===== config.mk =====
export PLATFORM = sky130hd
export DESIGN_NAME = comparator_nb_seq
export DESIGN_NICKNAME = d
export VERILOG_FILES = /design/src/rtl/comparator_nb_seq.sv
export SDC_FILE = /design/constraint.sdc
export NUM_CORES = 1
export LEC_CHECK = 0
export CORE_MARGIN = 4
export CORE_UTILIZATION = 50
export CTS_CLUSTER_SIZE = 10
export DETAILED_ROUTE_END_ITERATION = 10
export PLACE_DENSITY = 0.77
export SLEW_MARGIN = 10
export SYNTH_ARGS = -nofsm -noshare
export SYNTH_HDL_FRONTEND = slang
export SYNTH_SLANG_ARGS = --single-unit

===== constraint.sdc =====
create_clock -name clk -period 2.6 [get_ports clk]
set_clock_uncertainty 0.1 [all_clocks]
set_input_delay 0.52 -clock clk [delete_from_list [all_inputs] [get_ports clk]]
set_output_delay 0.52 -clock clk [all_outputs]
set_load 0.02 [all_outputs]

===== src/rtl/comparator_nb_seq.sv =====
// Sequential magnitude comparator: walks the latched operands CHUNK bits per cycle
// from the MSB chunk down, optionally stopping at the first chunk that differs.
module comparator_nb_seq #(
    parameter int WIDTH      = 8,
    parameter int CHUNK      = 2,
    parameter int EARLY_EXIT = 1
) (
    input  logic             clk,
    input  logic             rst,
    input  logic             start,
    input  logic             signed_mode,
    input  logic [WIDTH-1:0] A,
    input  logic [WIDTH-1:0] B,
    output logic             busy,
    output logic             done,
    output logic             A_great_B,
    output logic             A_equal_B,
    output logic             A_less_B,
    output logic             dbg_state
);

    localparam int N     = WIDTH / CHUNK;
    localparam int IDX_W = (N > 1) ? $clog2(N) : 1;
    localparam logic [IDX_W-1:0] LAST_IDX = IDX_W'(N - 1);
    localparam logic [CHUNK-1:0] MSB_MASK = CHUNK'(1) << (CHUNK - 1);

    // Handshake: start is taken on any rising edge where the FSM is IDLE; busy is
    // high from that edge until the edge that raises the one-cycle done pulse.
    typedef enum logic {
        IDLE    = 1'b0,
        COMPARE = 1'b1
    } state_t;

    state_t state, state_next;

    logic [WIDTH-1:0] a_q, b_q;
    logic             signed_q;
    logic [IDX_W-1:0] idx;
    logic             diff_found;
    logic             found_gt;

    logic [CHUNK-1:0] a_chunk, b_chunk;
    logic             chunk_differs, chunk_gt, last_chunk;
    logic             accept, finish;

    // Offset-binary trick: flipping the sign bit of both operands makes an
    // unsigned compare of the top chunk order two's-complement values correctly.
    always_comb begin
        a_chunk = '0;
        b_chunk = '0;
        for (int i = 0; i < N; i++) begin
            if (idx == IDX_W'(i)) begin
                a_chunk = a_q[i*CHUNK +: CHUNK];
                b_chunk = b_q[i*CHUNK +: CHUNK];
            end
        end
        if (signed_q && idx == LAST_IDX) begin
            a_chunk = a_chunk ^ MSB_MASK;
            b_chunk = b_chunk ^ MSB_MASK;
        end
        chunk_differs = (a_chunk != b_chunk);
        chunk_gt      = (a_chunk > b_chunk);
        last_chunk    = (idx == '0);
    end

    always_comb begin
        state_next = state;
        accept     = 1'b0;
        finish     = 1'b0;
        case (state)
            IDLE: begin
                if (start) begin
                    accept     = 1'b1;
                    state_next = COMPARE;
                end
            end
            COMPARE: begin
                if (last_chunk || (EARLY_EXIT != 0 && chunk_differs)) begin
                    finish     = 1'b1;
                    state_next = IDLE;
                end
            end
            default: state_next = IDLE;
        endcase
    end

    always_ff @(posedge clk or posedge rst) begin
        if (rst) state <= IDLE;
        else     state <= state_next;
    end

    always_ff @(posedge clk or posedge rst) begin
        if (rst) begin
            a_q        <= '0;
            b_q        <= '0;
            signed_q   <= 1'b0;
            idx        <= '0;
            diff_found <= 1'b0;
            found_gt   <= 1'b0;
            done       <= 1'b0;
            A_great_B  <= 1'b0;
            A_equal_B  <= 1'b0;
            A_less_B   <= 1'b0;
        end else begin
            done <= finish;
            if (accept) begin
                a_q        <= A;
                b_q        <= B;
                signed_q   <= signed_mode;
                idx        <= LAST_IDX;
                diff_found <= 1'b0;
                found_gt   <= 1'b0;
            end else if (state == COMPARE) begin
                if (!finish) idx <= idx - 1'b1;
                // Only the first differing chunk decides; later chunks are ignored.
                if (chunk_differs && !diff_found) begin
                    diff_found <= 1'b1;
                    found_gt   <= chunk_gt;
                end
                if (finish) begin
                    if (diff_found) begin
                        A_great_B <= found_gt;
                        A_equal_B <= 1'b0;
                        A_less_B  <= !found_gt;
                    end else if (chunk_differs) begin
                        A_great_B <= chunk_gt;
                        A_equal_B <= 1'b0;
                        A_less_B  <= !chunk_gt;
                    end else begin
                        A_great_B <= 1'b0;
                        A_equal_B <= 1'b1;
                        A_less_B  <= 1'b0;
                    end
                end
            end
        end
    end

    assign busy      = (state == COMPARE);
    assign dbg_state = state;

endmodule


==> results of run 1 <==
-- power by group --
part | switching, mW | total [mW] | internal [mW]
registers | 0.139 | 0.734 | 0.595
clock network | 0.114 | 0.200 | 0.0856
logic | 0.656 | 1.36 | 0.700
total | 0.909 | 2.29 | 1.38
-- sequential cells by signal (all words and copies together), names as in the netlist --
signal,count
A_equal_B,1
A_great_B,1
A_less_B,1
a_q,8
b_q,8
busy,1
diff_found,1
done,1
found_gt,1
idx,2
signed_q,1
-- per-layer routing --
layer / track usage [%] / vias up / part of all wire (%)
li1: - / 430 / -
met1: 17.29 / 451 / 42
met2: 26.79 / 28 / 51
met3: 2.632 / 4 / 5.7
met4: 6.954 / 0 / 1.5
met5: 0 / - / 0
-- cells in the mapped netlist --
cell        n  area share [%]
a31oi_1     1            0.49
ha_1        6             5.9
o2bb2ai_1   1            0.69
buf_1       1            0.30
nand3b_2    1            0.89
o21ai_0     4             1.6
inv_1       7             2.1
nand2b_1    1            0.49
nand4b_1    1            0.69
and2_4      1            0.69
nand2_1     7             2.1
a221o_1     2             1.6
a21o_1      1            0.59
o32a_1      1            0.79
nor2b_2     1            0.69
a22oi_1     2             1.2
a2bb2oi_1   1            0.69
dfrtp_1    26              51
mux2_4      1             1.2
nor2_1      2            0.59
nor2b_1     4             2.0
o31ai_1     2             1.2
mux2_2     16              14
a221oi_1    2             1.4
xor2_1      2             1.4
buf_4       4             2.4
mux2i_1     1            0.79
a21oi_1     6             2.4
-- kinds of logic (layout without fill, tap and decap cells) --
group	count (synthesis)	after routing	synth area share [%]
buffers and inverters	12	41	4.729
AO/OA/AOI/OAI	23	23	12.51
adder cells (fa/ha/maj)	6	6	5.911
AND/OR/NAND/NOR	18	18	8.080
XOR/XNOR	2	2	1.380
flip-flops	26	26	51.23
multiplexers	18	18	16.16
-- timing repair --
item                                    CTS  global route
endpoints found under the setup margin    0             5
gates resized for setup                   0             8
hold buffers                              0             0
buffers inserted                          0             3
-- area by class of cell --
type                       instances  area, µm²
clock buffer                       4      36.28
fill                             167      683.2
inverter                           7      26.28
multi-input combinational         67      599.3
sequential                        26      650.6
tap                               28      35.03
timing repair buffer              30      287.8
-- stage by stage --
| step | hold slack (ns) | TNS (ns) | utilization (%) |
|---|---|---|---|
| after global placement | 0.3963 | 0 | 66.27 |
| after detailed placement | 0.3983 | 0 | 66.27 |
| after floorplan | 0.3783 | 0 | - |
| after global routing | 0.4515 | -0.05354 | 70.53 |
| final | 0.4337 | 0 | 70.53 |
| after CTS | 0.4362 | 0 | 67.84 |
-- worst paths after layout --
path,startpoint,end
worst min-delay path,A_equal_B$_DFFE_PP0P_,A_equal_B$_DFFE_PP0P_
min in group asynchronous,rst,a_q[2]$_DFFE_PP0P_
worst max register to register,idx[0]$_DFFE_PP0P_,A_less_B$_DFFE_PP0P_
worst min register to register,A_equal_B$_DFFE_PP0P_,A_equal_B$_DFFE_PP0P_
worst max-delay path,idx[0]$_DFFE_PP0P_,A_less_B$_DFFE_PP0P_
max in group asynchronous,rst,signed_q$_DFFE_PP0P_
-- placed cells by master, fill, tap and decap left out, types with 3 or more instances in the layout --
| cell | n |
|---|---|
| mux2_2 | 16 |
| ha_1 | 4 |
| a21oi_1 | 5 |
| clkdlybuf4s50_1 | 25 |
| nor2b_1 | 3 |
| o21ai_0 | 4 |
| clkbuf_4 | 3 |
| dfrtp_1 | 26 |
| buf_4 | 5 |
| inv_1 | 7 |
| nand2_1 | 7 |
==> results by group, run 1 <==
Clock tree
  – Clock insertion delay at the later pin of the skew report: between 0.3 and 0.4 ns
  – H-tree depth: 1
  – Root Buffer: clkbuf_4
  – CTS Buf Count: 3
  – Clk buf depth: 2
  – Clock sink total: 26
  – Clock transition time at the flip-flop clock pins of the worst setup and hold paths: roughly 0.13 ns
  – CTS tree: yes

Drt
  – Via Count: about 910
  – Final wirelength: around 2.4 mm
  – Drt first pass iters: 4
  – Drt wl/cell: ~15 µm
  – Vias per inst: approximately 5.6
  – Remaining DRCs: 0
  – Routed Antenna Nets: 0
  – Initial DRC Count: 23

Setup path
  – Crit path DAT: roughly 2.7 ns
  – WP data required: 2.76 ns
  – CP top delay family: compound AO/OA/AOI/OAI gates
  – Reg2reg path depth: 9
  – FF-to-FF setup slack: ~0.059 ns
  – CP max FO: 6
  – WP buf/inv: 1
  – Crit-path cells: inv_1 -> ha_1 -> nor2b_2 -> a221o_1 -> a22oi_2 -> ha_4 -> nor2b_1 -> o32a_1 -> a21oi_2
  – CP max stage cell: dfrtp_1
  – Setup crit start kind: register
  – CP Class: reg2reg
  – WP depth: 9
  – Worst path max stage delay: roughly 0.40 ns
  – CP Capture Type: register

Logic synthesis
  – Synth Instances: between 100 and 150
  – #FFs+latches synth: 26
  – Seq/Total Area, Yosys: 51.23%
  – Synthesized net count: between 100 and 150
  – Synth Cell Area: 1270 µm²
  – Distinct cell type count after synthesis: 28
  – YS warnings: 0
  – Avg Cell Area, Syn: approximately 12 µm²

Placed design
  – Global placement routability congestion: about 0.8
  – PortBufs: 25
  – Placed cell count: 155
  – Cell area after placement: about 1500 µm²
  – Pre-CTS WS: ~0.031 ns
  – DP HPWL: about 1.8 mm

Global routing
  – GRT Overall Usage: 15.01%
  – Vias in the first global route: between 800 and 900
  – First-pass GRT wire length: ~4 mm
  – Initial antenna violation count: 0
  – GRT overflow: 0
  – Largest net degree at the start of global routing: 27

Floorplanning
  – Chip Width: about 60 µm
  – Starting Density: a little over half
  – Die area: approximately 3400 µm²
  – Die height: 58.40 µm
  – IO Pins: 26
  – Core area: 2318 µm²
  – Row cnt: 17

Timing
  – Rel. slew slack: 76.77%
  – Period Utilization, post-route: a little over nine tenths
  – Worst-Margin Slew: about 0.35 ns
  – Hold Vio Cnt, Final: 0
  – Min Tclk post-route: between 2 and 3 ns
  – Final Worst Setup Slack: roughly 0.059 ns
  – Fin. max-slew vios: 0
  – Max Fclk: slightly below 400 MHz
  – Final setup fails: 0

Hold path
  – Number of cells on the worst hold path: 1
  – Hold Path Class: reg2reg

Final layout
  – Fin nets: 161
  – Antenna cells: 0
  – Layout Cells excl Fill: 162
  – Post-route design area: about 1600 µm²
  – Layout cells sized above 1: a little over a quarter
  – Area Overhead vs Synth: 28.77%

Power
  – Total Power: between 2 and 2.5 mW
  – VDD IR max: ~0.00084 V
  – Leak: roughly 0.7 nW
  – PD cells: approximately 1400 nW/µm²

Job
  – Max-cap violations: 0

Run status
  – Status: complete, no violations
(Power assumes the default switching activity.)
==> run 2: changes to the inputs <==
Settings changed: SETUP_SLACK_MARGIN from default to 0.15.
==> results by group, run 2 (synthesis results as in run 1) <==
Timing
  – Fin. max-slew vios: 0 (unchanged)
  – Hold Vio Cnt, Final: 0 (unchanged)
  – Max Fclk: 409.0 MHz (+3.9%)
  – Final setup fails: 0 (unchanged)
  – RSZ-0062 raised after global routing: true
  – Worst-Margin Slew: 0.3492 ns (+0.0007920 ns)
  – Min Tclk post-route: 2.445 ns (-0.09596 ns)
  – Period Utilization, post-route: 94.04% (-3.7 points)
  – Setup TNS: 0 ns (unchanged)
  – Rel. slew slack: 76.72% (about the same)

Global routing
  – GRT overflow: 0 (unchanged)
  – GRT Overall Usage: 15.98% (+0.97 points)
  – Largest net degree at the start of global routing: 27 (unchanged)
  – Vias in the first global route: 931 (+5.1%)
  – Initial antenna violation count: 0 (unchanged)
  – First-pass GRT wire length: 4.126 mm (+5.7%)

Final layout
  – Layout cells sized above 1: 35.04% (+8.9 points)
  – Commonest non-fill, non-tap cells in the layout: dfrtp_1 (26), clkdlybuf4s50_1 (25), mux2_2 (16)
  – Area Overhead vs Synth: 37.14%
  – Antenna cells: 0 (unchanged)
  – Post-route design area: 1742 µm² (+6.5%)
  – Commonest non-fill, non-tap cell in the layout: dfrtp_1
  – Largest regs: a_q (8), b_q (8), idx (2)
  – Fin util: 75.12% (+4.6 points)
  – Fin nets: 164 (+1.9%)
  – Fillcell total: 146 (-13%)

Floorplanning
  – Starting Density: 54.78% (unchanged)
  – IO Pins: 26 (unchanged)
  – Row cnt: 17 (unchanged)
  – Core area: 2318 µm² (unchanged)
  – Die height: 58.40 µm (unchanged)
  – Die area: 3410 µm² (unchanged)
  – Chip Width: 58.40 µm (unchanged)

Setup path
  – Worst r2r src: idx[1]$_DFFE_PP0P_
  – Worst path max stage delay: 0.42 ns (+0.02 ns)
  – CP Class: reg2reg
  – Crit-path cells: inv_2 -> ha_4 -> nor2b_4 -> a221o_1 -> a22oi_2 -> ha_4 -> a21o_1 -> o32a_1 -> a21oi_2
  – FF-to-FF setup slack: 0.15 ns (+0.10 ns)
  – Critical path's most frequent cell: ha_4
  – Crit path DAT: 2.62 ns (-0.08 ns)
  – CP Capture Type: register
  – Reg2reg path depth: 9 (unchanged)
  – CP max stage cell: dfrtp_1
  – WP data required: 2.77 ns (about the same)
  – Setup crit start kind: register
  – FF-to-FF End: A_less_B$_DFFE_PP0P_
  – CP top delay family: compound AO/OA/AOI/OAI gates
  – Critical Path Source: idx[1]$_DFFE_PP0P_
  – CP max FO: 6 (unchanged)
  – WP buf/inv: 1 (unchanged)

Drt
  – Routed Antenna Nets: 0 (unchanged)
  – Initial DRC Count: 15 (-35%)
  – Vias per inst: 5.673 (+0.66%)
  – Via Count: 936 (+2.5%)
  – Drt first pass iters: 4 (unchanged)
  – Remaining DRCs: 0 (unchanged)
  – Drt wl/cell: 16.81 µm (+11%)
  – Final wirelength: 2.773 mm (+13%)

Power
  – Logic gate share of total power: 62.0% (+2.8 points)
  – Clock share of power: 8.1% (-0.6 points)
  – Total Power: 2.527 mW (+10%)
  – Leak: 0.7414 nW (+3.3%)
  – Sequential Power Share: 29.9% (-2.2 points)
  – PD cells: 1451 nW/µm² (+3.6%)
  – Switching share of power: 40.52% (+0.82 points)
  – Int Power: 1.503 mW (+8.9%)
  – NetSw: 1.024 mW (+13%)
  – VDD IR max: 0.0008702 V (+4.2%)

Clock tree
  – Clock transition time at the flip-flop clock pins of the worst setup and hold paths: 0.14 ns (about the same)
  – Root Buffer: clkbuf_4
  – Clock insertion delay at the later pin of the skew report: 0.33 ns (about the same)
  – CTS Buf Count: 3 (unchanged)
  – CTS tree: yes
  – H-tree depth: 1 (unchanged)
  – Cts hold-fix bufs: 0 (unchanged)
  – Clock sink total: 26 (unchanged)
  – Clk buf depth: 2 (unchanged)

Run status
  – Status: complete, no violations

Placed design
  – Global placement routability congestion: 0.8135 (unchanged)
  – DP HPWL: 1.793 mm (unchanged)
  – PortBufs: 25 (unchanged)
  – Cell area after placement: 1536 µm² (unchanged)

Hold path
  – Hold Path Class: in2async

Job
  – Max-cap violations: 0 (unchanged)
==> run 2: cell types whose count changed in the layout (fill, tap and decap cells not counted), sizes merged <==
cell / change
buf: +3
==> run 2: worst register-to-register path, stage by stage, from the launching register on <==
cell	delay, ns
dfrtp_1	0.42
inv_2	0.09
ha_4	0.17
nor2b_4	0.14
a221o_1	0.33
a22oi_2	0.22
ha_4	0.26
a21o_1	0.19
o32a_1	0.36
a21oi_2	0.11
==> run 2: worst max-delay path by stage <==
stage                       endpoint  cells after the start
2_1_floorplan  A_equal_B$_DFFE_PP0P_                      9
3_3_place_gp    A_less_B$_DFFE_PP0P_                      9
3_5_place_dp   A_equal_B$_DFFE_PP0P_                      9
4_1_cts         A_less_B$_DFFE_PP0P_                      9
5_1_grt         A_less_B$_DFFE_PP0P_                      9
6_report        A_less_B$_DFFE_PP0P_                      9
==> run 2: final cells by class <==
type	count	area, µm²	area share, %
Multi-Input combinational cell	67	683.2	39.22
Sequential cell	26	650.6	37.36
Timing Repair Buffer	33	310.3	17.82
Clock buffer	4	36.28	2.083
Tap cell	28	35.03	2.011
Inverter	7	26.28	1.509
==> run 2: power by group through the flow <==
stage / Sequential, mW / Clock (mW) / Combinational (mW)
after floorplan: 0.729 / 0 / 0.854
after global placement: 0.740 / 0 / 1.07
after detailed placement: 0.748 / 0 / 1.12
after CTS: 0.735 / 0.210 / 1.25
after global routing: 0.780 / 0.220 / 1.70
final: 0.756 / 0.204 / 1.57
==> run 2: what timing repair did <==
action | CTS | global route
setup buffers | 3 | 3
pin swaps | 4 | 8
gates resized for setup | 9 | 15
endpoints found under the setup margin | 5 | 5
==> run 2: routing by layer <==
layer	track usage (%)	vias to the layer above	wire length, µm
met4	8.278	0	48
met1	17.71	457	1106
met5	0	-	0
li1	-	434	-
met2	28.23	40	1429
met3	3.728	5	189
==> run 2: metrics by stage <==
step           setup slack [ns]  hold WS, ns  cells
2_1_floorplan            0.2641       0.3783    105
3_3_place_gp             0.1717       0.3963    155
3_5_place_dp            0.03108       0.3983    155
4_1_cts                  0.1635       0.4362    162
5_1_grt                 0.07861       0.4518    165
6_report                 0.1550       0.4351    165
==> run 3: changes to the inputs <==
Settings changed: CORE_UTILIZATION 50 to 45, PLACE_DENSITY 0.77 to 0.73.
Clock period 2.6 ns to 2.2 ns, I/O delays scaled along.
==> results by group, run 3 (synthesis results as in run 1) <==
Clock tree
  – Root Buffer: clkbuf_4
  – Clock insertion delay at the later pin of the skew report: 0.32 ns (about the same)
  – Clock transition time at the flip-flop clock pins of the worst setup and hold paths: 0.14 ns (about the same)
  – CTS Buf Count: 3 (unchanged)
  – Clock sink total: 26 (unchanged)
  – H-tree depth: 1 (unchanged)
  – Clk buf depth: 2 (unchanged)
  – CTS tree: yes

Global routing
  – GRT overflow: 0 (unchanged)
  – Vias in the first global route: 981 (+5.4%)
  – Largest net degree at the start of global routing: 27 (unchanged)
  – First-pass GRT wire length: 4.264 mm (+3.3%)
  – GRT Overall Usage: 15.13% (-0.85 points)
  – Initial antenna violation count: 0 (unchanged)

Final layout
  – Post-route design area: 1792 µm² (+2.9%)
  – Fin util: 65.54% (-9.6 points)
  – Commonest non-fill, non-tap cells in the layout: dfrtp_1 (25), clkdlybuf4s50_1 (25), mux2_2 (16)
  – Largest regs: a_q (8), b_q (8), idx (2)
  – Layout cells sized above 1: 39.86% (+4.8 points)
  – Antenna cells: 0 (unchanged)
  – Area Overhead vs Synth: 41.08%
  – Fin nets: 171 (+4.3%)

Timing
  – Hold Vio Cnt, Final: 0 (unchanged)
  – Rel. slew slack: 74.06% (-2.7 points)
  – Final Worst Setup Slack: -0.1665 ns (-0.3215 ns)
  – Max Fclk: 422.6 MHz (+3.3%)
  – Min Tclk post-route: 2.366 ns (-0.07855 ns)
  – Worst-Margin Slew: 0.3891 ns (+0.03986 ns)
  – Fin. max-slew vios: 0 (unchanged)
  – RSZ-0062 raised after global routing: true
  – Setup TNS: -0.7370 ns (-0.7370 ns)
  – Final setup fails: 6 (+6)
  – Period Utilization, post-route: 107.6% (+14 points)

Floorplanning
  – Die height: 61.13 µm (+4.7%)
  – IO Pins: 26 (unchanged)
  – Chip Width: 61.13 µm (+4.7%)
  – Die area: 3736 µm² (+9.6%)
  – Core area: 2734 µm² (+18%)
  – Starting Density: 46.45% (-8.3 points)
  – Row cnt: 19 (+2)

Run status
  – Status: finished, violations left
  – Failing checks: negative setup slack

Power
  – VDD IR max: 0.001329 V (+53%)
  – PD cells: 1858 nW/µm² (+28%)
  – Leak: 0.7703 nW (+3.9%)

Placed design
  – DP HPWL: 1.891 mm (+5.5%)
  – Cell area after placement: 1675 µm² (+9.0%)
  – PortBufs: 25 (unchanged)
  – Global placement routability congestion: 0.7593 (-6.7%)

Setup path
  – CP max FO: 8 (+2)
  – WP data required: 2.35 ns (-0.42 ns)
  – Worst r2r src: idx[1]$_DFFE_PP0P_
  – FF-to-FF setup slack: -0.17 ns (-0.32 ns)
  – CP max stage cell: dfrtp_1
  – CP Class: reg2reg
  – Crit path DAT: 2.52 ns (-0.10 ns)
  – Critical Path Source: idx[1]$_DFFE_PP0P_
  – Setup crit start kind: register
  – Crit-path cells: buf_4 -> ha_1 -> o31ai_2 -> ha_4 -> nor2b_4 -> o32a_1 -> a21oi_1
  – Worst path max stage delay: 0.45 ns (+0.03 ns)
  – CP Capture Type: register

Drt
  – Remaining DRCs: 0 (unchanged)
  – Drt wl/cell: 15.57 µm (-7.4%)
  – Drt first pass iters: 4 (unchanged)
  – Routed Antenna Nets: 0 (unchanged)
  – Vias per inst: 5.356 (-5.6%)
  – Final wirelength: 2.709 mm (-2.3%)
  – Initial DRC Count: 41 (+26)
  – Via Count: 932 (-0.43%)

Hold path
  – Hold Path Class: in2async

Job
  – Max-cap violations: 0 (unchanged)
## run 3: final cells by class
type | instances | area (µm²)
tap | 31 | 38.79
clock buffer | 3 | 22.52
timing repair buffer | 40 | 366.6
sequential | 26 | 651.9
fill | 226 | 942.2
multi-input combinational | 67 | 685.7
inverter | 7 | 26.28
## run 3: worst paths after layout
path	cells after the start	end
min reg2reg	1	b_q[6]$_DFFE_PP0P_
max in group asynchronous	3	busy$_DFF_PP0_
max reg2reg	7	A_less_B$_DFFE_PP0P_
min in group clk	1	b_q[6]$_DFFE_PP0P_
max	7	A_less_B$_DFFE_PP0P_
min	3	A_equal_B$_DFFE_PP0P_
## run 3: metal layers
| layer | part of all wire (%) | global-route usage, % | routed length, µm | vias up |
|---|---|---|---|---|
| li1 | - | - | - | 445 |
| met1 | 41 | 18.15 | 1105 | 455 |
| met2 | 54 | 27.79 | 1456 | 28 |
| met3 | 4.4 | 2.096 | 118 | 4 |
| met4 | 1.1 | 4.644 | 29 | 0 |
| met5 | 0 | 0 | 0 | - |
## run 3: power by group
group          total [mW]  leakage, nW  internal (mW)  switching (mW)
clock               0.199       0.0138         0.0641           0.135
sequential          0.880        0.303          0.706           0.175
combinational        2.25        0.453           1.23            1.02
## run 3: per-stage QoR
stage          worst slack, ns  hold WS [ns]  power, mW  std cells
6_report               -0.1665        0.3561      3.329        174
5_1_grt                -0.2725        0.3836      3.560        174
4_1_cts                -0.1862        0.3761      2.978        173
3_5_place_dp           -0.1788        0.3991      2.626        169
3_3_place_gp           -0.1245        0.3963      2.562        169
2_1_floorplan          -0.1110        0.3783      2.041        105
## run 3: worst max-delay path: cells and delay by family, from the launching register on
| kind | cells | cell delay [ns] |
|---|---|---|
| flops | 1 | 0.45 |
| compound gates | 3 | 0.87 |
| buf+inv | 1 | 0.15 |
| simple gates | 1 | 0.14 |
| fa+ha+maj | 2 | 0.59 |
## run 3: timing repair
| action | 4_1_cts | 5_1_grt |
|---|---|---|
| pin swaps | 5 | 4 |
| setup buffers | 1 | 1 |
| gates resized for setup | 6 | 10 |
| endpoints found under the hold margin | 0 | 0 |
| hold buffers | 0 | 0 |
| endpoints found under the setup margin | 11 | 9 |
